**src/rtl/serial_frame_tx.sv**
```systemverilog
// serial_frame_tx: start/LSB-first data/even-parity/stop serial frame transmitter
module serial_frame_tx #(
  parameter int DATA_W = 8,
  parameter int CLKS_PER_BIT = 4
) (
  input  logic              clock,
  input  logic              reset,
  input  logic [DATA_W-1:0] data_in,
  input  logic              load,
  output logic              ready,
  output logic              tx,
  output logic              busy,
  output logic              done
);
  typedef enum logic [2:0] {IDLE, START, DATA, PARITY, STOP} state_t;
  state_t state, state_n;
  logic [7:0] cnt, cnt_n;
  logic [3:0] idx, idx_n;
  logic [DATA_W-1:0] shreg, shreg_n;
  logic par, par_n, tx_r, tx_n, done_r, done_n;
  logic bit_end;
  assign bit_end = cnt == 8'(CLKS_PER_BIT - 1);
  assign ready = state == IDLE;
  assign busy = ~ready;
  assign tx = tx_r;
  assign done = done_r;
  // state, counters, shift register and registered line outputs
  always_ff @(posedge clock) begin
    if (!reset) begin
      state <= IDLE;
      cnt <= '0;
      idx <= '0;
      shreg <= '0;
      par <= 1'b0;
      tx_r <= 1'b1;
      done_r <= 1'b0;
    end else begin
      state <= state_n;
      cnt <= cnt_n;
      idx <= idx_n;
      shreg <= shreg_n;
      par <= par_n;
      tx_r <= tx_n;
      done_r <= done_n;
    end
  end
  // next state: the line value for the next bit is chosen at each bit boundary
  always_comb begin
    state_n = state;
    cnt_n = state == IDLE ? '0 : (bit_end ? '0 : cnt + 8'd1);
    idx_n = idx;
    shreg_n = shreg;
    par_n = par;
    tx_n = tx_r;
    done_n = 1'b0;
    case (state)
      IDLE: if (load) begin
        state_n = START;
        shreg_n = data_in;
        par_n = ^data_in;
        idx_n = '0;
        tx_n = 1'b0;
      end
      START: if (bit_end) begin
        state_n = DATA;
        tx_n = shreg[0];
        shreg_n = shreg >> 1;
      end
      DATA: if (bit_end) begin
        if (idx == 4'(DATA_W - 1)) begin
          state_n = PARITY;
          tx_n = par;
        end else begin
          idx_n = idx + 4'd1;
          tx_n = shreg[0];
          shreg_n = shreg >> 1;
        end
      end
      PARITY: if (bit_end) begin
        state_n = STOP;
        tx_n = 1'b1;
      end
      STOP: if (bit_end) begin
        state_n = IDLE;
        tx_n = 1'b1;
        done_n = 1'b1;
      end
      default: state_n = IDLE;
    endcase
  end
endmodule

```
**config.mk**
```make
export PLATFORM = sky130hd
export DESIGN_NAME = serial_frame_tx
export DESIGN_NICKNAME = d
export VERILOG_FILES = /design/src/rtl/serial_frame_tx.sv
export SDC_FILE = /design/constraint.sdc
export NUM_CORES = 1
export LEC_CHECK = 0
export BUFFER_PORTS_ARGS = -buffer_cell sky130_fd_sc_hd__buf_2
export CAP_MARGIN = 5
export CORE_ASPECT_RATIO = 1.2
export CORE_MARGIN = 2
export CORE_UTILIZATION = 55
export CTS_CLUSTER_DIAMETER = 40
export DETAILED_ROUTE_END_ITERATION = 7
export PLACE_DENSITY = 0.78
export SETUP_SLACK_MARGIN = 0.3
export SYNTH_ARGS = -nofsm -noshare
export SYNTH_HDL_FRONTEND = slang
export SYNTH_SLANG_ARGS = --single-unit
```
**constraint.sdc**
```tcl
create_clock -name clock -period 3.3 [get_ports clock]
set_input_delay 0.495 -clock clock [delete_from_list [all_inputs] [get_ports clock]]
set_output_delay 0.495 -clock clock [all_outputs]
set_load 0.02 [all_outputs]
```
# Yosys cells after proc, flatten, opt, wreduce, memory -nomap -nowiden

Cells that the tools add are included.
Widths: inputs -> output; s select.

Output and inout bits: 4
Register bits after elaboration: 26
Logic and storage cells: 61
Bits of input ports: 11

Reduce and logical (&&, ||, !) cells: 13
Equal/unequal tests: 14
Add/sub/neg operators: 2
Bitwise gates (word level): 2
Muxes and demuxes: 23

Operators with widths:

| operator            | number |
|---|---|
| $mux 8              | 4 |
| $pmux 8 s3          | 1 |
| $mux 3              | 6 |
| $pmux 3 s5          | 1 |
| $ne 2x2->1 const B  | 7 |
| $mux 4              | 3 |
| $reduce_and 5->1    | 2 |
| $add 8x1->8 const B | 1 |
| $eq 8x2->1 const B  | 1 |
| $pmux 4 s2          | 1 |
| $reduce_xor 8->1    | 1 |
| $eq 3x2->1 const B  | 2 |
| $mux 1              | 6 |
| $reduce_and 6->1    | 1 |
| $add 4x1->4 const B | 1 |
| $eq 4x3->1 const B  | 1 |
| $pmux 1 s4          | 1 |
| $reduce_and 2->1    | 2 |
| $reduce_and 4->1    | 1 |
| $reduce_bool 4->1   | 1 |
| $eq 3x1->1 const B  | 1 |
| $eq 3x3->1 const B  | 1 |
| $logic_not 3->1     | 1 |
| $reduce_bool 3->1   | 1 |
| 5 further kinds     | 6 |

# Logic depth before layout (Yosys ltp)

Gate-level depths: netlist of run 1.

Word-level depth: 4
Mapped depth: 5
Mapped depth without buffers: 5

# Worst setup path after synthesis of run 1

Ideal clock, no wire load.

Path kind: register to register
Start point: reg cnt[0]
End point: reg idx[3]
Library setup time: 0.070 ns
Arrival time: 1.657 ns
Buffers on the path: 0
Required time: 3.230 ns
Period minus slack after synthesis: 1.727 ns
Path slack: 1.573 ns
Cell stages (with the launch flop): 6
Cell sequence: dfxtp_1 -> ha_1 -> nor3b_2 -> a21oi_2 -> or4_1 -> a21boi_1

Word-level cells in the longest chain between the ends: 3

RTL lines:

| what                              | line | RTL |
|---|---|---|
| start, declared                   | 17   | `logic [7:0] cnt, cnt_n;` |
| start signal, assigned            | 39   | `cnt <= cnt_n;` |
| $eq 8x2->1                        | 22   | `assign bit_end = cnt == 8'(CLKS_PER_BIT - 1);` |
| $ne 2x2->1 (no source line)       | --   |  |
| $reduce_and 4->1 (no source line) | --   |  |
| end signal, assigned              | 40   | `idx <= idx_n;` |
| end, declared                     | 18   | `logic [3:0] idx, idx_n;` |

No other way between the ends.
A chain may end at the register's enable or synchronous reset.

# Worst setup path after layout of run 1

Start point: reg state[2]
End point: out ready

Word-level cells in the longest chain between the ends: 1

RTL lines:

| what                   | line | RTL |
|---|---|---|
| start, declared        | 16   | `state_t state, state_n;` |
| start signal, assigned | 38   | `state <= state_n;` |
| $logic_not 3->1        | 23   | `assign ready = state == IDLE;` |
| end, declared          | 10   | `output logic ready,` |

No other way between the ends.

==> impl_metrics.tcl, run 1 <==
set metrics [dict create \
    period_minus_slack_ps 2070 \
    grt_pass1_vias 1124 \
    holdCritStartpoint "reset" \
    power_density_mw_per_mm2 401.7 \
    worstPathMaxFanout 21 \
    intPower_uw 440.5 \
    status "finished, final reports clean" \
    clkSinkCount 26 \
    setup_viol 0 \
    drt_first_pass_iters 4 \
    fin_crit_sh_pct 62.74 \
    postSynthCellCount 157 \
    die_area_mm2 0.002927 \
    cp_data_arrival_time_ps 1580 \
    reg2regPathDepth 5 \
    area_delta_synth_final_pct 8.522 \
    crit_path_start_kind "register" \
    cts_tree "yes" \
    worst_pin_slew_ps 615.2 \
    ant_nets 0 \
    r2r_end "idx[3]$_SDFFE_PN0P_" \
    endpoint_kind "output pin" \
    p_comb_share_pct 16.5 \
    layout_common_cells "dfxtp_1 (26), nor2_1 (16), buf_2 (14)" \
    grt_setup_unrepaired "false" \
    yosys_warnings 0 \
    nets 184 \
    viasPerCell 5.831 \
    ys_seq_area_share_pct 37.72 \
    grt_max_degree 22 \
    ios 15 \
    p_switching_uw 161.1 \
    cp.depth 3 \
    dpl.hpwl_um 2133 \
    fin_tns_setup_ps 0 \
    ctsHoldBuffers 0 \
    fin_area_mm2 0.001498 \
    peakVddDrop_uv 325.5 \
    clock_latency_ps 320 \
    synth_edf_count 0 \
    cp_slowest_stage_delay_ps 520 \
    slew_violations 0 \
    drv_cap 0 \
    clkPwrFrac_pct 26.4 \
    cts_buffers 3 \
    cts-root-buf "clkbuf_4" \
    reg2reg_slack_ps 1320 \
    grtUsageTotal_pct 20.16 \
    maxSlewHeadroom_pct 58.93 \
    crit_buf_inv 2 \
    synth_cell_type_count 42 \
    post-cts-setup-buffers 0 \
    initial_core_util_pct 59.24 \
    slowest_stage "dfxtp_1" \
    fmax_ghz 0.4830 \
    critical_path_class "register to output pin" \
    switching_share_pct 26.78 \
    wirelength_um 2735 \
    path_cells "or3_1 -> inv_1 -> buf_2" \
    hold_class "input pin to register" \
    ctsLongestPathBuffers 2 \
    antenna_found_initial 0 \
    critPathTopFamily "flip-flops" \
    synth_fp_nets 170 \
    clock_skew_ps 4.640 \
    drive_above_1_share_pct 16.47 \
    core-area_mm2 0.002330 \
    finalHoldViolations 0 \
    ys_ff_latch 26 \
    required_ps 2800 \
    worstReg2RegStart "cnt[0]$_SDFF_PP0_" \
    layout_commonest_cell "dfxtp_1" \
    grt_pass1_wl_um 4664 \
    routedWlPerCell_um 13.61 \
    sequentialPowerShare_pct 57.1 \
    p_leak_nw 0.5402 \
    gp_congestion 0.8244 \
    place_area_mm2 0.001461 \
    avgSynthCellArea_um2 8.790 \
    drc 0 \
    vias 1172 \
    cts_resized 0 \
    die_w_um 49.73 \
    hold_end "par$_SDFFE_PN0P_" \
    min_path_cells 3 \
    final.fill_count 215 \
    htreeDepth 1 \
    synthArstFlopShare_pct 0 \
    row_count 19 \
    synthFlopType "dfxtp_1" \
    antennaDiodeCount 0 \
    cts.clk_slew.worst_paths_ps 130 \
    fp.dieH_um 58.87 \
    gr-total-overflow 0 \
    synthesis.area_mm2 0.001380 \
    io_buffers 14 \
    drtIter0Drc 27 \
]
## through the flow
step | worst slack [ps] | hold slack, ps | power (mW) | cells | utilization [%]
3_5_place_dp | 1345 | 468.4 | 0.4490 | 197 | 62.73
5_1_grt | 1132 | 441.2 | 0.6289 | 201 | 64.29
3_3_place_gp | 1432 | 451.1 | 0.4450 | 197 | 62.73
4_1_cts | 1217 | 429.4 | 0.6067 | 201 | 64.29
2_1_floorplan | 1573 | 437.3 | 0.4207 | 157 | -
6_report | 1230 | 440.3 | 0.6017 | 201 | 64.29
## worst max path at each step
stage	endpoint	start
detailed placement	idx[3]$_SDFFE_PN0P_	cnt[0]$_SDFF_PP0_
global placement	idx[3]$_SDFFE_PN0P_	cnt[0]$_SDFF_PP0_
floorplan	idx[3]$_SDFFE_PN0P_	cnt[0]$_SDFF_PP0_
global route	ready	state[2]$_SDFFE_PN0P_
CTS	ready	state[2]$_SDFFE_PN0P_
finish	ready	state[2]$_SDFFE_PN0P_
## power by group through the flow
stage	registers [mW]	logic (mW)	clock network, mW
global route	0.345	0.110	0.174
CTS	0.343	0.0989	0.165
finish	0.343	0.0993	0.159
global placement	0.349	0.0958	0
floorplan	0.346	0.0743	0
detailed placement	0.350	0.0989	0
## routing by layer
metal	vias up	track usage, %	wire length, um
li1	602	-	-
met1	544	23.84	1244
met2	18	36.00	1371
met3	8	2.538	53
met4	0	9.921	65
met5	-	0	0
## state kept, by name, summed over array words and instances (netlist names)
name / count
idx: 4
done: 1
state: 3
par: 1
cnt: 8
tx: 1
shreg: 8
## logic make-up after synthesis
family / Yosys count / share of synthesized area (%)
multiplexers: 2 / 1.451
XOR/XNOR: 15 / 10.06
adder cells (fa/ha/maj): 2 / 1.813
AO/OA/AOI/OAI: 45 / 21.85
flip-flops: 26 / 37.72
AND/OR/NAND/NOR: 58 / 24.03
buffers and inverters: 9 / 3.082
## worst min-delay path, stage by stage
cell and delay, ps:
buf_2 120, o21ai_0 70, a21oi_1 40
## layout make-up
class,instances,area [um^2],area share (%)
clock buffer,4,36.28,2.423
inverter,4,15.01,1.003
multi-input combinational,122,817.0,54.55
sequential,26,520.5,34.75
tap,31,38.79,2.590
timing repair buffer,14,70.07,4.678
## Yosys cell counts, drive strengths merged (2+ instances only)
master,instances,area (um^2)
xnor2,9,86.34
inv,4,15.01
and3,2,12.51
o21ai,11,55.05
nand3b,2,15.01
or3,4,25.02
nor4,2,27.53
a21boi,2,15.02
ha,2,25.02
a221oi,2,17.52
nor2,16,60.06
nand3,9,45.04
nand2,12,45.04
dfxtp,26,520.5
a311oi,7,61.31
nor3,2,10.01
xor2,6,52.55
buf,3,20.01
clkbuf,2,7.510
a21oi,15,82.58
mux2i,2,20.02
nor3b,3,38.79
or3b,2,17.52
(Power assumes the default switching activity.)
==> run 2, diff against run 1 <==
--- a/config.mk
+++ b/config.mk
@@ -9,10 +9,10 @@
 export CAP_MARGIN = 5
 export CORE_ASPECT_RATIO = 1.2
 export CORE_MARGIN = 2
-export CORE_UTILIZATION = 55
+export CORE_UTILIZATION = 51
 export CTS_CLUSTER_DIAMETER = 40
 export DETAILED_ROUTE_END_ITERATION = 7
-export PLACE_DENSITY = 0.78
+export PLACE_DENSITY = 0.77
 export SETUP_SLACK_MARGIN = 0.3
 export SYNTH_ARGS = -nofsm -noshare
 export SYNTH_HDL_FRONTEND = slang
==> constraint.sdc (replaced) <==
create_clock -name clock -period 1.75 [get_ports clock]
set_input_delay 0.2625 -clock clock [delete_from_list [all_inputs] [get_ports clock]]
set_output_delay 0.2625 -clock clock [all_outputs]
set_load 0.02 [all_outputs]
==> run 2 against run 1 <==
Compared with the run above: the flow now finishes with violations (setup timing); clock power grew to 2.7 times the previous value; die area is 7.3% higher; final cell count is 16% higher; critical path type is now register to register; highest routed layer unchanged.
==> impl_metrics.tcl, run 2 (synthesized netlist as in run 1, its figures left out) <==
set metrics [dict create \
    ant_nets 0 \
    cts_buffers 3 \
    dp_cells 205 \
    critical_path_class "register to register" \
    cp_data_arrival_time_ps 2070 \
    layout_commonest_cell "buf_4" \
    crit_path_start_kind "register" \
    fin_crit_sh_pct 102.5 \
    worstPathMaxFanout 7 \
    post-place-ws_ps 65.07 \
    min_path_cells 3 \
    fmax_ghz 0.5577 \
    fp.dieH_um 60.99 \
    grtUsageTotal_pct 24.30 \
    clock_skew_ps 27.18 \
    grt_pass1_wl_um 5727 \
    antenna_found_initial 0 \
    p_leak_nw 0.7433 \
    nets 214 \
    die_area_mm2 0.003140 \
    drtIter0Drc 74 \
    worstReg2RegStart "cnt[1]$_SDFF_PP0_" \
    ctsLongestPathBuffers 2 \
    slew_violations 0 \
    hold_class "input pin to register" \
    cpMostUsedCell "buf_6" \
    grt_pass1_vias 1338 \
    reg2regPathDepth 8 \
    path_cells "ha_4 -> nor3b_4 -> buf_6 -> buf_6 -> a211oi_2 -> nor2_1 -> buf_4 -> a311oi_2" \
    viasPerCell 6.077 \
    drive_above_1_share_pct 45.00 \
    ctsHoldBuffers 0 \
    clkSinkCount 26 \
    gr-total-overflow 0 \
    required_ps 2030 \
    cts_tree "yes" \
    peakVddDrop_uv 560.9 \
    period_minus_slack_ps 1793 \
    reg2reg_slack_ps -40 \
    power_mw 1.385 \
    reg_top3 "cnt: 8 flops, shreg: 8 flops, idx: 4 flops" \
    hold_end "par$_SDFFE_PN0P_" \
    layout_common_cells "buf_4 (22), dfxtp_1 (18), nor2_1 (14)" \
    dpl.hpwl_um 2161 \
    drc 0 \
    ios 15 \
    area_delta_synth_final_pct 45.15 \
    holdCritStartpoint "reset" \
    finalHoldViolations 0 \
    initial_core_util_pct 54.07 \
    cts-root-buf "clkbuf_4" \
    worst_pin_slew_ps 647.0 \
    slowest_stage "dfxtp_4" \
    violations "setup timing" \
    setup_viol 3 \
    layout_setup_ws_ps -43.08 \
    power_density_mw_per_mm2 691.4 \
    row_count 20 \
    htreeDepth 1 \
    fin_cells 233 \
    gp_congestion 0.8948 \
    cp_slowest_stage_delay_ps 390 \
    r2r_end "shreg[2]$_SDFFE_PN0P_" \
    core-area_mm2 0.002552 \
    antennaDiodeCount 0 \
    drt_first_pass_iters 4 \
    drv_cap 0 \
    grt_max_degree 16 \
    io_buffers 14 \
    routedWlPerCell_um 17.53 \
    maxSlewHeadroom_pct 56.82 \
    endpoint_kind "register" \
    die_w_um 51.49 \
    vias 1416 \
    wirelength_um 4084 \
    status "finished with violations" \
    cts.clk_slew.worst_paths_ps 170 \
    clock_latency_ps 360 \
    fin_util_pct 78.48 \
    grt_setup_unrepaired "true" \
]
[run 2: changes by cell type in the layout (fill, tap and decap cells not counted), moves of 4 or more]
cell | previous run | this run
buf_4 | 0 | 22
dfxtp_1 | 26 | 18
a311oi_1 | 7 | 1
buf_6 | 0 | 9
dfxtp_4 | 0 | 4
dfxtp_2 | 0 | 4
a311oi_2 | 0 | 6
[run 2: routing by layer]
layer  GRT usage [%]  wire length [um]  part of all wire [%]
met5               0                 0                     0
met4           12.41                86                   2.1
met3           2.463               200                   4.9
met2           47.62              2152                    53
met1           25.46              1644                    40
[run 2: area by class of cell]
cell class              instances  area [um^2]
flip-flops and latches         26        540.5
repair buffers                 44        341.6
clock inverters                 1        30.03
well taps                      33        41.29
fillers                       165        549.3
inverters                       4        15.01
clock buffers                   3        22.52
multi-input cells             122         1012
[run 2: how the worst max path moves through the flow]
| stage | startpoint | end | slack, ps | cells past startpoint |
|---|---|---|---|---|
| after floorplan | state[2]$_SDFFE_PN0P_ | idx[3]$_SDFFE_PN0P_ | 240 | 5 |
| after global placement | state[1]$_SDFFE_PN0P_ | shreg[6]$_SDFFE_PN0P_ | 110 | 5 |
| after detailed placement | state[1]$_SDFFE_PN0P_ | shreg[4]$_SDFFE_PN0P_ | 70 | 5 |
| after CTS | state[0]$_SDFFE_PN0P_ | ready | 100 | 4 |
| after global routing | cnt[1]$_SDFF_PP0_ | shreg[2]$_SDFFE_PN0P_ | -100 | 8 |
| final | cnt[1]$_SDFF_PP0_ | shreg[2]$_SDFFE_PN0P_ | -40 | 8 |
[run 2: what timing repair did]
action,4_1_cts,5_1_grt
endpoints found under the setup margin,26,26
buffers inserted,16,8
endpoints found under the hold margin,0,0
resized for setup,32,23
pin swaps,12,13
[run 2: where the power goes]
part           internal, mW  total [mW]  leakage (nW)  switching (mW)
combinational         0.149       0.309         0.498           0.160
sequential            0.620       0.641         0.217          0.0204
clock                 0.232       0.435        0.0279           0.203
[run 2: critical path: cells and delay by family (launching register included)]
family / cells / cell delay [ps]
and+or+nand+nor: 2 / 240
DFF: 1 / 390
adders and majority gates: 1 / 150
AOI/OAI and AO/OA: 2 / 510
buffers and inverters: 3 / 430
[run 2: per-stage QoR]
| step | instance area, um^2 | hold WS (ps) | TNS [ps] |
|---|---|---|---|
| finish | 2003 | 195.4 | -78.72 |
| global route | 2003 | 221.2 | -410.7 |
| CTS | 1832 | 170.4 | 0 |
| detailed placement | 1535 | 466.7 | 0 |
| global placement | 1535 | 455.1 | 0 |
| floorplan | 1406 | 400.9 | 0 |
==> run 3, diff against run 2 <==
--- a/config.mk
+++ b/config.mk
@@ -7,12 +7,15 @@
 export LEC_CHECK = 0
 export BUFFER_PORTS_ARGS = -buffer_cell sky130_fd_sc_hd__buf_2
 export CAP_MARGIN = 5
+export CELL_PAD_IN_SITES_DETAIL_PLACEMENT = 1
+export CELL_PAD_IN_SITES_GLOBAL_PLACEMENT = 2
 export CORE_ASPECT_RATIO = 1.2
 export CORE_MARGIN = 2
-export CORE_UTILIZATION = 51
+export CORE_UTILIZATION = 31
+export CTS_BUF_LIST = sky130_fd_sc_hd__clkbuf_16
 export CTS_CLUSTER_DIAMETER = 40
 export DETAILED_ROUTE_END_ITERATION = 7
-export PLACE_DENSITY = 0.77
+export PLACE_DENSITY = 0.76
 export SETUP_SLACK_MARGIN = 0.3
 export SYNTH_ARGS = -nofsm -noshare
 export SYNTH_HDL_FRONTEND = slang
==> run 3 against run 2 <==
Compared with the run above: the run now ends clean; design area up 0.62%; flip-flop and latch count stayed put; fmax is 12% higher; combinational power shrank 11%; first-iteration DRC count is 8.1% lower; final cell count increased by 7.3%; via count is 7.6% lower; largest cell class unchanged.
==> impl_metrics.tcl, run 3 (synthesized netlist as in run 1, its figures left out) <==
set metrics [dict create \
    drc 0 \
    core-area_mm2 0.004262 \
    grt_pass1_wl_um 6837 \
    worstPathMaxFanout 6 \
    grtUsageTotal_pct 17.71 \
    routedWlPerCell_um 17.05 \
    io_buffers 14 \
    row_count 26 \
    p_leak_nw 0.7266 \
    maxSlewHeadroom_pct 62.13 \
    vias 1308 \
    worst_pin_slew_ps 567.5 \
    place_area_mm2 0.001602 \
    area_delta_synth_final_pct 46.06 \
    gp_congestion 0.7627 \
    ant_nets 0 \
    ios 15 \
    cts_buffers 3 \
    reg_top3 "cnt: 8 flops, shreg: 8 flops, idx: 4 flops" \
    drive_above_1_share_pct 42.78 \
    crit_path_start_kind "register" \
    required_ps 1490 \
    antennaDiodeCount 0 \
    power_density_mw_per_mm2 714.2 \
    nets 208 \
    fin_crit_sh_pct 91.20 \
    antenna_found_initial 0 \
    wirelength_um 4262 \
    layout_common_cells "buf_4 (19), dfxtp_1 (17), nor2_1 (16)" \
    drtIter0Drc 68 \
    die_w_um 64.91 \
    drt_first_pass_iters 4 \
    post-place-ws_ps 31.19 \
    grt_setup_unrepaired "true" \
    fin_tns_setup_ps 0 \
    period_minus_slack_ps 1596 \
    die_area_mm2 0.005004 \
    cts_tree "yes" \
    path_cells "buf_6 -> or3_4 -> inv_2 -> buf_6" \
    cp_slowest_stage_delay_ps 390 \
    fin_area_mm2 0.002016 \
    grt_max_degree 16 \
    slowest_stage "or3_4" \
    clock_latency_ps 260 \
    initial_core_util_pct 32.38 \
    layout_commonest_cell "buf_4" \
    clock_skew_ps 2.446 \
    fmax_ghz 0.6266 \
    peakVddDrop_uv 358.2 \
    slew_violations 0 \
    finalHoldViolations 0 \
    setup_viol 0 \
    endpoint_kind "output pin" \
    viasPerCell 5.232 \
    drv_cap 0 \
    hold_class "input pin to register" \
    htreeDepth 1 \
    dpl.hpwl_um 2742 \
    critical_path_class "register to output pin" \
    cts.clk_slew.worst_paths_ps 60 \
    clkSinkCount 26 \
    layout_setup_ws_ps 154.0 \
    cp_data_arrival_time_ps 1330 \
    fp.dieH_um 77.09 \
    grt_pass1_vias 1347 \
    cpMostUsedCell "buf_6" \
    gr-total-overflow 0 \
    ctsLongestPathBuffers 2 \
    cts-root-buf "clkbuf_16" \
    status "finished, final reports clean" \
]
[run 3: metrics by stage]
step	std cells	hold WS [ps]	util (%)	power, mW
after global placement	233	466.1	37.58	0.8653
after global routing	250	345.5	47.30	1.514
after floorplan	157	400.9	-	0.7974
after detailed placement	233	478.2	37.58	0.8728
after CTS	245	293.5	44.66	1.430
final	250	322.2	47.30	1.440
[run 3: worst paths after layout]
check,start,endpoint,slack [ps],cells past startpoint
worst max register to register,cnt[1]$_SDFF_PP0_,shreg[2]$_SDFFE_PN0P_,170,6
worst min-delay path,reset,par$_SDFFE_PN0P_,320,3
worst min register to register,shreg[2]$_SDFFE_PN0P_,shreg[1]$_SDFFE_PN0P_,490,2
worst max-delay path,state[2]$_SDFFE_PN0P_,ready,150,4
[run 3: what timing repair did]
item,in CTS,in global routing
pin swaps,7,7
buffers inserted,8,5
setup endpoints to repair,26,25
resized for setup,38,14
hold buffers,0,0
[run 3: worst max-delay path: cells and delay by family, from the launching register on]
kind	cells	cell delay, ps
buffers and inverters	3	300
flip-flops	1	380
AND/OR/NAND/NOR	1	390
[run 3: area by class of cell]
class                      count  area [um^2]
clock buffer                   3        75.07
clock inverter                 1        3.754
fill                         479         2246
inverter                       4        15.01
multi-input combinational    122         1020
sequential                    26        541.8
tap                           56        70.07
timing repair buffer          38        290.3
[run 3: per-layer routing]
layer  part of all wire [%]  up-vias  GRT usage [%]  wire, um
li1                       -      652              -         -
met1                     41      644          21.01      1754
met4                    1.3        0          5.745        55
met2                     55        7          30.93      2364
met3                    2.1        5          4.106        88
met5                      0        -              0         0
[run 3: report_power, final]
group	switching (mW)	internal (mW)	total, mW
registers	0.0268	0.619	0.646
clock network	0.211	0.306	0.517
logic	0.147	0.129	0.276
total	0.384	1.06	1.44
